<file path="config.mk">
export PLATFORM = sky130hd
export DESIGN_NAME = mem_access_stage
export DESIGN_NICKNAME = d
export VERILOG_FILES = /design/src/rtl/mem_access_stage.sv
export SDC_FILE = /design/constraint.sdc
export NUM_CORES = 1
export LEC_CHECK = 0
export BUFFER_PORTS_ARGS = -buffer_cell sky130_fd_sc_hd__buf_2
export CAP_MARGIN = 10
export CORE_AREA = 3 3 139 141
export CTS_CLUSTER_DIAMETER = 30
export DETAILED_ROUTE_END_ITERATION = 6
export DIE_AREA = 0 0 142 144
export GPL_ROUTABILITY_DRIVEN = 0
export PLACE_DENSITY = 0.79
export SYNTH_ARGS = -nofsm -noshare
export SYNTH_HDL_FRONTEND = slang
export SYNTH_SLANG_ARGS = --single-unit
</file>
<file path="constraint.sdc">
create_clock -name clk -period 2.3 [get_ports clk]
set_input_delay 0.23 -clock clk [delete_from_list [all_inputs] [get_ports clk]]
set_output_delay 0.23 -clock clk [all_outputs]
set_load 0.02 [all_outputs]
</file>
<file path="src/rtl/mem_access_stage.sv">
// mem_access_stage: MEM pipeline stage and MEM/WB latch.
// Issues loads/stores over a req/ready data-memory bus, stalls the upstream
// pipeline while an access is outstanding and registers the writeback bundle.
// Optional feature: define MEM_TIMEOUT_EN to abort accesses that wait
// TIMEOUT_CYCLES cycles without ready (pulses bus_error).
module mem_access_stage #(
  parameter int DATA_WIDTH     = 32,
  parameter int REG_ADDR_WIDTH = 5,
  parameter int TIMEOUT_CYCLES = 16
) (
  input  logic                      clk,
  input  logic                      reset,
  input  logic                      flush,
  input  logic [DATA_WIDTH-1:0]     alu_result_in,
  input  logic [DATA_WIDTH-1:0]     read_data_2_in,
  input  logic [REG_ADDR_WIDTH-1:0] write_register_in,
  input  logic                      reg_write_in,
  input  logic                      mem_read_in,
  input  logic                      mem_write_in,
  input  logic                      mem_to_reg_in,
  input  logic [DATA_WIDTH-1:0]     pc_plus_4_in,
  input  logic                      is_jal_in,
  output logic                      dmem_req,
  output logic                      dmem_we,
  output logic [DATA_WIDTH-1:0]     dmem_addr,
  output logic [DATA_WIDTH-1:0]     dmem_wdata,
  input  logic                      dmem_ready,
  input  logic [DATA_WIDTH-1:0]     dmem_rdata,
  output logic                      stall_out,
  output logic                      bus_error,
  output logic [DATA_WIDTH-1:0]     wb_alu_result,
  output logic [DATA_WIDTH-1:0]     wb_mem_data,
  output logic [REG_ADDR_WIDTH-1:0] wb_write_register,
  output logic                      wb_reg_write,
  output logic                      wb_mem_to_reg,
  output logic [DATA_WIDTH-1:0]     wb_pc_plus_4,
  output logic                      wb_is_jal
);

  typedef enum logic {S_IDLE, S_WAIT} state_t;

  state_t                    state;
  logic                      access;
  logic                      start;
  logic                      timeout_hit;
  logic                      flush_pending;

  // Instruction held in MEM while the bus access is outstanding
  logic [DATA_WIDTH-1:0]     alu_result_p0;
  logic [REG_ADDR_WIDTH-1:0] write_register_p0;
  logic [DATA_WIDTH-1:0]     pc_plus_4_p0;
  logic                      reg_write_p0;
  logic                      mem_to_reg_p0;
  logic                      is_jal_p0;
  logic                      is_load_p0;

  // Bus addresses are word aligned; the byte offset is dropped
  function automatic logic [DATA_WIDTH-1:0] word_addr(input logic [DATA_WIDTH-1:0] a);
    return {a[DATA_WIDTH-1:2], 2'b00};
  endfunction

  assign access = mem_read_in | mem_write_in;
  assign start  = (state == S_IDLE) && access && !flush;

  // Stall while entering an access and for every WAIT cycle that does not
  // complete; gated by reset so the pipeline is released immediately.
  assign stall_out = reset &&
                     (start || ((state == S_WAIT) && !dmem_ready && !timeout_hit));

`ifdef MEM_TIMEOUT_EN
  logic [7:0] wait_cnt;

  // The counter reads TIMEOUT_CYCLES-1 in the last tolerated WAIT cycle;
  // the abort takes effect at the edge that ends it.
  assign timeout_hit = (state == S_WAIT) && !dmem_ready &&
                       (wait_cnt == 8'(TIMEOUT_CYCLES - 1));

  // Count WAIT cycles without ready and pulse bus_error on abort
  always_ff @(posedge clk or negedge reset) begin
    if (!reset) begin
      wait_cnt  <= '0;
      bus_error <= 1'b0;
    end else begin
      bus_error <= timeout_hit;
      if (start)
        wait_cnt <= '0;
      else if ((state == S_WAIT) && !dmem_ready)
        wait_cnt <= wait_cnt + 8'd1;
    end
  end
`else
  assign timeout_hit = 1'b0;
  assign bus_error   = 1'b0;
`endif

  // Latch the data side of the instruction when its access is started
  always_ff @(posedge clk) begin
    if (start) begin
      alu_result_p0     <= alu_result_in;
      write_register_p0 <= write_register_in;
      pc_plus_4_p0      <= pc_plus_4_in;
    end
  end

  // Stage FSM: bus handshake, control latch and MEM/WB register
  always_ff @(posedge clk or negedge reset) begin
    if (!reset) begin
      state             <= S_IDLE;
      dmem_req          <= 1'b0;
      dmem_we           <= 1'b0;
      dmem_addr         <= '0;
      dmem_wdata        <= '0;
      flush_pending     <= 1'b0;
      reg_write_p0      <= 1'b0;
      mem_to_reg_p0     <= 1'b0;
      is_jal_p0         <= 1'b0;
      is_load_p0        <= 1'b0;
      wb_alu_result     <= '0;
      wb_mem_data       <= '0;
      wb_write_register <= '0;
      wb_reg_write      <= 1'b0;
      wb_mem_to_reg     <= 1'b0;
      wb_pc_plus_4      <= '0;
      wb_is_jal         <= 1'b0;
    end else begin
      case (state)
        S_IDLE: begin
          wb_alu_result     <= alu_result_in;
          wb_write_register <= write_register_in;
          wb_pc_plus_4      <= pc_plus_4_in;
          wb_mem_data       <= '0;
          if (start) begin
            state         <= S_WAIT;
            dmem_req      <= 1'b1;
            dmem_we       <= mem_write_in;
            dmem_addr     <= word_addr(alu_result_in);
            dmem_wdata    <= read_data_2_in;
            flush_pending <= 1'b0;
            reg_write_p0  <= reg_write_in;
            mem_to_reg_p0 <= mem_to_reg_in;
            is_jal_p0     <= is_jal_in;
            // write wins when both are set: no read data is returned
            is_load_p0    <= mem_read_in && !mem_write_in;
          end
          if (start || flush) begin
            wb_reg_write  <= 1'b0;
            wb_mem_to_reg <= 1'b0;
            wb_is_jal     <= 1'b0;
          end else begin
            wb_reg_write  <= reg_write_in;
            wb_mem_to_reg <= mem_to_reg_in;
            wb_is_jal     <= is_jal_in;
          end
        end
        S_WAIT: begin
          if (flush)
            flush_pending <= 1'b1;
          if (dmem_ready) begin
            state             <= S_IDLE;
            dmem_req          <= 1'b0;
            flush_pending     <= 1'b0;
            wb_alu_result     <= alu_result_p0;
            wb_write_register <= write_register_p0;
            wb_pc_plus_4      <= pc_plus_4_p0;
            wb_mem_data       <= is_load_p0 ? dmem_rdata : '0;
            // a flushed access still completes on the bus but writes nothing back
            if (flush || flush_pending) begin
              wb_reg_write  <= 1'b0;
              wb_mem_to_reg <= 1'b0;
              wb_is_jal     <= 1'b0;
            end else begin
              wb_reg_write  <= reg_write_p0;
              wb_mem_to_reg <= mem_to_reg_p0;
              wb_is_jal     <= is_jal_p0;
            end
          end else begin
            if (timeout_hit) begin
              state         <= S_IDLE;
              dmem_req      <= 1'b0;
              flush_pending <= 1'b0;
            end
            wb_reg_write  <= 1'b0;
            wb_mem_to_reg <= 1'b0;
            wb_is_jal     <= 1'b0;
          end
        end
        default: state <= S_IDLE;
      endcase
    end
  end

endmodule

</file>
==> impl_metrics.json, run 1 <==
{
  "crit_path_end_kind": "output port",
  "avgSynthCellArea_um2": 15.0,
  "worstRegToRegCells": 5,
  "fin_skew_ps": 8.27,
  "setup_tns_ps": 0,
  "coreArea_mm2": 0.0181,
  "clock_sinks": 243,
  "pwr-share-seq": 0.380,
  "finalCritPeriodShare": 0.893,
  "crit_slowest_cell": "dfrtp_4",
  "rrSetupSlack_ps": 410,
  "status": "finished, final reports clean",
  "rsz0062_at_grt": "no",
  "cpPeakStageDelay_ps": 500,
  "start_kind": "register",
  "holdPathEnd": "flush_pending",
  "dpl.hpwl_mm": 14.3,
  "setup_viol": 0,
  "clockBufferDepth": 3,
  "seq_area_frac_synth": 0.708,
  "min_period_ps": 2050,
  "root_buffer": "clkbuf_16",
  "wl_mm": 26.3,
  "crit_type": "reg2out",
  "synth_cell_type_count": 23,
  "peakVddDrop_mv": 0.887,
  "fin_util": 0.758,
  "ant_nets": 0,
  "clkPwrFrac": 0.431,
  "reg2reg_from": "state",
  "p_comb_frac": 0.189,
  "viasPerCell": 5.23,
  "dieArea_mm2": 0.0204,
  "synth_area_mm2": 0.00908,
  "syn-instance-count": 607,
  "min_path_cells": 3,
  "cp.required_ps": 2070,
  "drive_above_1_share": 0.414,
  "wire_per_inst_um": 19.7,
  "hold_path_class": "in2reg",
  "synth-seq-cells": 243,
  "p_switching_uw": 4090,
  "boundaryPins": 314,
  "swShare": 0.285,
  "clk_latency_ps": 510,
  "finalMaxSlewViolations": 0,
  "grt_pass1_wl_mm": 40.3,
  "dr.pass1.iters": 5,
  "antenna_cells": 0,
  "ys.warnings.count": 0,
  "htree_levels": 2,
  "cp.arrival_ps": 1820,
  "drv_cap": 0,
  "path_clk_slew_ps": 50,
  "syn_to_final_growth_pct": 51.1,
  "die_h_um": 144,
  "drc": 0,
  "overflow": 0,
  "rows": 49,
  "worstMarginPinSlew_ps": 788,
  "vias": 6987,
  "relSlewSlack": 0.475,
  "cts_tree": "yes",
  "path_max_fanout": 33,
  "crit_chain": "nor3_4 -> clkbuf_16 -> o21a_1 -> buf_2",
  "cts_buffers": 43,
  "p_int_uw": 10200,
  "track_usage": 0.252,
  "die_w_um": 142,
  "antenna_found_initial": 0,
  "fmaxAchievable_mhz": 487,
  "grt_start_max_net_pins": 83,
  "r2r-end": "wb_mem_data[11]",
  "power.leakage_uw": 0.00640,
  "initial_core_util": 0.502,
  "grt_pass1_vias": 7485,
  "hold_path_startpoint": "flush",
  "fin_nets": 1216,
  "timing.hold.ws_ps": 103,
  "portBuffers": 310,
  "hold_viol": 0,
  "drtIter0Drc": 344,
  "powerDensity_mw_per_mm2": 1040
}
-- cell type report --
class	count	area, µm²
timing repair buffer	461	3100
inverter	1	3.75
multi-input combinational	324	2450
fill	1012	4370
tap	229	287
sequential	243	6430
clock buffer	55	1200
clock inverter	24	240
-- per-stage QoR --
step / setup slack (ps) / cell area (µm²) / power (µW) / std cells
final: 246 / 13700 / 14300 / 1337
after global routing: 176 / 13700 / 14900 / 1337
after CTS: 20.7 / 13700 / 14300 / 1335
after detailed placement: 479 / 10900 / 7910 / 1118
after global placement: 520 / 10900 / 7840 / 1118
after floorplan: 279 / 9080 / 6920 / 609
-- worst max-delay path by stage --
stage	from	end	slack (ps)	depth (start not counted)
after floorplan	state	stall_out	280	4
after global placement	state	wb_mem_data[25]	520	5
after detailed placement	state	wb_mem_data[16]	480	5
after CTS	state	stall_out	20	4
after global routing	state	stall_out	180	4
final	state	stall_out	250	4
-- Yosys cell counts, drive strengths merged --
library cell	n	share of area
inv	1	0.00041
nor2b	1	0.00069
conb	1	0.00041
a22o	35	0.034
clkbuf	14	0.0058
nor3	2	0.0023
mux2i	70	0.077
dfrtp	174	0.48
nor4	1	0.00069
nand2	1	0.00041
a21oi	70	0.039
a211oi	1	0.00083
mux2	66	0.082
edfxtp	69	0.23
a21o	1	0.00083
or2	1	0.00069
o21a	1	0.00083
nor2	71	0.029
buf	27	0.017
-- placed cells by master (no fill, tap or decap), drive strengths merged --
| master | n |
|---|---|
| o21a | 1 |
| nor2b | 1 |
| or2 | 1 |
| nor4 | 1 |
| edfxtp | 69 |
| nor3 | 2 |
| conb | 3 |
| mux2 | 66 |
| a211oi | 1 |
| clkinvlp | 6 |
| nor2 | 71 |
| dfrtp | 174 |
| nand2 | 1 |
| dlygate4sd3 | 138 |
| a21o | 1 |
| mux2i | 70 |
| clkinv | 11 |
| a21oi | 70 |
| bufinv | 3 |
| clkbuf | 56 |
| inv | 5 |
| a22o | 35 |
| buf | 322 |
-- timing repair --
item                                   CTS  global route
buffers inserted                         0             1
setup endpoints to repair                0             1
endpoints found under the hold margin  267             0
resized for setup                        0             1
hold buffers                           138             0
-- power by group through the flow --
stage / logic, µW / registers [µW] / clock network (µW)
finish: 2710 / 5440 / 6180
global route: 2890 / 5510 / 6500
CTS: 2660 / 5410 / 6240
detailed placement: 2460 / 5460 / 0
global placement: 2410 / 5430 / 0
floorplan: 828 / 6090 / 0
-- metal layers --
| metal | track usage | wire length [µm] | up-vias |
|---|---|---|---|
| met5 | 0 | 0 | - |
| met4 | 0.105 | 960 | 0 |
| met3 | 0.0668 | 2110 | 79 |
| met2 | 0.436 | 13400 | 364 |
| met1 | 0.301 | 9850 | 3386 |
| li1 | - | - | 3158 |
-- critical path, delay by kind of cell (launching register included) --
kind	cells	cell delay (ps)
flip-flops	1	500
AO/OA/AOI/OAI	1	150
buffers and inverters	2	430
AND/OR/NAND/NOR	1	210
-- cells by family after synthesis --
logic type	count (synthesis)	synth area share
other	1	0.000413
multiplexers	136	0.159
AO/OA/AOI/OAI	108	0.0748
AND/OR/NAND/NOR	77	0.0342
buffers and inverters	42	0.0236
flip-flops	243	0.708
No activity file was read; power rests on OpenSTA's default activity.
==> inputs of run 2 (changes only) <==
Settings changed: RECOVER_POWER set to 100.
==> run 2 against run 1 <==
Net effect: critical path depth is the same; largest cell class unchanged; highest routed layer unchanged; combinational power down 6%; core utilization shrank 1.7 points; sequential power hardly changed; cell area decreased by 2.3%; hold slack worse by 5.2 ps; first-iteration DRC count is 15% lower.
==> impl_metrics.json, run 2 (synthesized netlist as in run 1, its figures left out) <==
{
  "status": "finished, final reports clean",
  "worstMarginPinSlew_ps": 1390,
  "fmaxAchievable_mhz": 487,
  "start_kind": "register",
  "initial_core_util": 0.502,
  "die_h_um": 144,
  "fin_skew_ps": 8.34,
  "relSlewSlack": 0.0749,
  "root_buffer": "clkbuf_16",
  "syn_to_final_growth_pct": 47.6,
  "antenna_found_initial": 0,
  "drtIter0Drc": 293,
  "power.leakage_uw": 0.00572,
  "die_w_um": 142,
  "cp.arrival_ps": 1820,
  "rrSetupSlack_ps": 310,
  "wire_per_inst_um": 19.7,
  "setup_viol": 0,
  "crit_chain": "nor3_4 -> clkbuf_16 -> o21a_1 -> buf_2",
  "path_max_fanout": 33,
  "mostFrequentLayoutCell": "clkbuf_1",
  "drive_above_1_share": 0.204,
  "boundaryPins": 314,
  "antenna_cells": 0,
  "crit_path_end_kind": "output port",
  "dieArea_mm2": 0.0204,
  "cts_tree": "yes",
  "dr.pass1.iters": 4,
  "powerDensity_mw_per_mm2": 1060,
  "rsz0062_at_grt": "no",
  "hold_viol": 0,
  "dpl.hpwl_mm": 14.3,
  "fin_nets": 1216,
  "cp.required_ps": 2070,
  "crit_slowest_cell": "dfrtp_4",
  "vias": 6950,
  "cpPeakStageDelay_ps": 500,
  "crit_family": "flip-flops",
  "dpl.cell_count": 1118,
  "clockBufferDepth": 3,
  "grt_pass1_vias": 7485,
  "drv_cap": 0,
  "cts_buffers": 43,
  "final_cell_mix": "clkbuf_1, dfrtp_1, dlygate4sd3_1",
  "coreArea_mm2": 0.0181,
  "overflow": 0,
  "timing.hold.ws_ps": 97.5,
  "path_clk_slew_ps": 50,
  "ant_nets": 0,
  "track_usage": 0.252,
  "grt_start_max_net_pins": 83,
  "crit_type": "reg2out",
  "drc": 0,
  "hold_path_class": "in2reg",
  "peakVddDrop_mv": 0.862,
  "finalNonFillerCells": 1337,
  "setup_tns_ps": 0,
  "min_period_ps": 2050,
  "rows": 49,
  "clk_latency_ps": 500,
  "viasPerCell": 5.20,
  "wl_mm": 26.4,
  "finalMaxSlewViolations": 0,
  "grt_pass1_wl_mm": 40.3,
  "clock_sinks": 243,
  "finalCritPeriodShare": 0.892,
  "portBuffers": 310,
  "cp_num_buf_inv": 2,
  "htree_levels": 2
}
## run 2: changes by cell type in the layout (fill, tap and decap cells not counted), moves of 2 or more
cell / previous run / this run
buf_2: 308 / 77
mux2_1: 6 / 8
clkbuf_2: 0 / 3
mux2_2: 60 / 58
clkbuf_1: 6 / 237
buf_4: 9 / 7
## run 2: stage by stage
stage                     utilization  total power, µW  area (µm²)  setup slack, ps
after floorplan                     -             6920        9080              279
after global placement          0.601             7840       10900              520
after detailed placement        0.601             7910       10900              479
after CTS                       0.757            14300       13700             20.7
after global routing            0.741            14700       13400              112
final                           0.741            14200       13400              248
## run 2: routing by layer
layer,track usage,wire (µm)
met1,0.301,10000
met2,0.436,13500
met3,0.0668,1930
met4,0.105,918
met5,0,0
## run 2: timing repair
action,CTS,global route
hold buffers,138,0
hold endpoints to repair,267,0
endpoints found under the setup margin,0,1
setup buffers,0,1
resized for setup,0,1
## run 2: cell type report
type | count | area [µm²]
Clock buffer | 55 | 1200
Clock inverter | 24 | 240
Fill cell | 1186 | 4690
Inverter | 1 | 3.75
Multi-Input combinational cell | 324 | 2450
Sequential cell | 243 | 6430
Tap cell | 229 | 287
Timing Repair Buffer | 461 | 2790
## run 2: final timing paths
check                      cells after the start          from           endpoint
setup / recovery                               4         state          stall_out
hold / removal                                 3         flush      flush_pending
setup reg to reg                               3         state   wb_pc_plus_4[16]
hold reg to reg                                1  dmem_addr[6]       dmem_addr[6]
max in group asynchronous                      3         reset              state
min in group asynchronous                      2         reset  wb_alu_result[17]
## run 2: power breakdown
group	leakage [µW]	internal (µW)	total (µW)	switching (µW)
clock	0.000692	4060	6180	2120
combinational	0.00231	905	2540	1640
sequential	0.00272	5100	5450	348
## run 2: worst min-delay path: stages
cell and delay, ps:
buf_2 130, a21oi_1 140, a211oi_1 50
==> inputs of run 3 (changes only) <==
Settings changed: REMOVE_ABC_BUFFERS set to 1.
==> run 3 against run 2 <==
Net effect: clock skew increased by 5.7 ps; critical endpoint unchanged; wire length increased by 0.12%; via count decreased by 0.81%; cell area increased by 0.78%; largest cell class unchanged; core utilization increased by 0.58 points.
==> impl_metrics.json, run 3 (synthesized netlist as in run 1, its figures left out) <==
{
  "mostFrequentLayoutCell": "clkbuf_1",
  "path_max_fanout": 22,
  "initial_core_util": 0.502,
  "die_w_um": 142,
  "dieArea_mm2": 0.0204,
  "portBuffers": 310,
  "finalNonFillerCells": 1344,
  "drtIter0Drc": 294,
  "syn_to_final_growth_pct": 48.8,
  "final_cell_mix": "clkbuf_1, dfrtp_1, dlygate4sd3_1",
  "rows": 49,
  "clockBufferDepth": 3,
  "hold_viol": 0,
  "rsz0062_at_grt": "no",
  "die_h_um": 144,
  "fin_skew_ps": 14.0,
  "fmaxAchievable_mhz": 456,
  "path_clk_slew_ps": 50,
  "powerDensity_mw_per_mm2": 1080,
  "peakVddDrop_mv": 0.791,
  "cts_buffers": 46,
  "grt_pass1_wl_mm": 40.4,
  "cpPeakStageDelay_ps": 500,
  "grt_pass1_vias": 7486,
  "timing.hold.ws_ps": 37.5,
  "relSlewSlack": 0.253,
  "start_kind": "register",
  "finalMaxSlewViolations": 0,
  "hold_path_class": "in2reg",
  "htree_levels": 2,
  "dpl.cell_count": 1121,
  "crit_chain": "nor3_4 -> buf_12 -> buf_12 -> o21a_1 -> clkbuf_2",
  "min_period_ps": 2190,
  "boundaryPins": 314,
  "worstMarginPinSlew_ps": 1120,
  "cts_setup_buffers": 0,
  "crit_type": "reg2out",
  "cp.required_ps": 2070,
  "cts_tree": "yes",
  "clock_sinks": 243,
  "antenna_found_initial": 0,
  "cp.arrival_ps": 1960,
  "vias": 6894,
  "fin_nets": 1220,
  "dpl.hpwl_mm": 14.5,
  "track_usage": 0.253,
  "overflow": 0,
  "cts_resized": 0,
  "path_common_cell": "buf_12",
  "cp_num_buf_inv": 3,
  "ant_nets": 0,
  "power.leakage_uw": 0.00577,
  "finalCritPeriodShare": 0.954,
  "wl_mm": 26.4,
  "num-fill-cells": 1189,
  "coreArea_mm2": 0.0181,
  "drc": 0,
  "antenna_cells": 0,
  "dr.pass1.iters": 5,
  "wire_per_inst_um": 19.6,
  "crit_family": "buffers and inverters",
  "clk_latency_ps": 510,
  "root_buffer": "clkbuf_16",
  "drv_cap": 0,
  "crit_slowest_cell": "dfrtp_4",
  "status": "finished, final reports clean",
  "viasPerCell": 5.13,
  "setup_viol": 0,
  "crit_path_end_kind": "output port",
  "grt_start_max_net_pins": 97,
  "drive_above_1_share": 0.206
}
-- run 3: cell count changes in the layout (fill, tap and decap cells not counted), sizes merged --
cell,previous run,this run
inv,5,10
clkbuf,291,293
clkinvlp,6,7
clkinv,11,14
buf,87,83
-- run 3: final timing paths --
path | start | endpoint | slack, ps | cells past startpoint
max in group asynchronous | reset | wb_alu_result[24] | 520 | 3
hold reg to reg | dmem_addr[5] | dmem_addr[5] | 480 | 1
hold / removal | dmem_ready | flush_pending | 40 | 2
min in group asynchronous | reset | wb_pc_plus_4[8] | 680 | 3
setup / recovery | state | stall_out | 110 | 5
setup reg to reg | state | dmem_addr[26] | 170 | 4
-- run 3: timing repair --
action                                  4_1_cts  5_1_grt
endpoints found under the setup margin        0        0
hold buffers                                138        0
hold endpoints to repair                    394        0
-- run 3: where the power goes --
part,internal (µW),switching [µW]
Combinational,904,1640
Clock,4250,2270
Sequential,5100,353
-- run 3: metrics by stage --
| step | setup WS [ps] | TNS, ps | total power (µW) | utilization | instance area, µm² |
|---|---|---|---|---|---|
| global placement | 592 | 0 | 7890 | 0.604 | 10900 |
| detailed placement | 559 | 0 | 7950 | 0.604 | 10900 |
| CTS | 92.5 | 0 | 14700 | 0.766 | 13800 |
| global route | 31.4 | 0 | 15100 | 0.747 | 13500 |
| finish | 107 | 0 | 14500 | 0.747 | 13500 |
| floorplan | -3740 | -597590 | 6890 | - | 8870 |
-- run 3: layer usage --
| layer | part of all wire | track usage |
|---|---|---|
| met1 | 0.37 | 0.294 |
| met2 | 0.54 | 0.455 |
| met3 | 0.066 | 0.0632 |
| met4 | 0.024 | 0.0934 |
| met5 | 0 | 0 |
-- run 3: area by class of cell --
| class | count | area, µm² | share of cell area |
|---|---|---|---|
| timing repair buffer | 462 | 2790 | 0.207 |
| multi-input combinational | 324 | 2450 | 0.181 |
| tap | 229 | 287 | 0.0212 |
| clock buffer | 52 | 1240 | 0.0915 |
| sequential | 243 | 6430 | 0.476 |
| inverter | 1 | 3.75 | 0.000278 |
| clock inverter | 33 | 305 | 0.0226 |
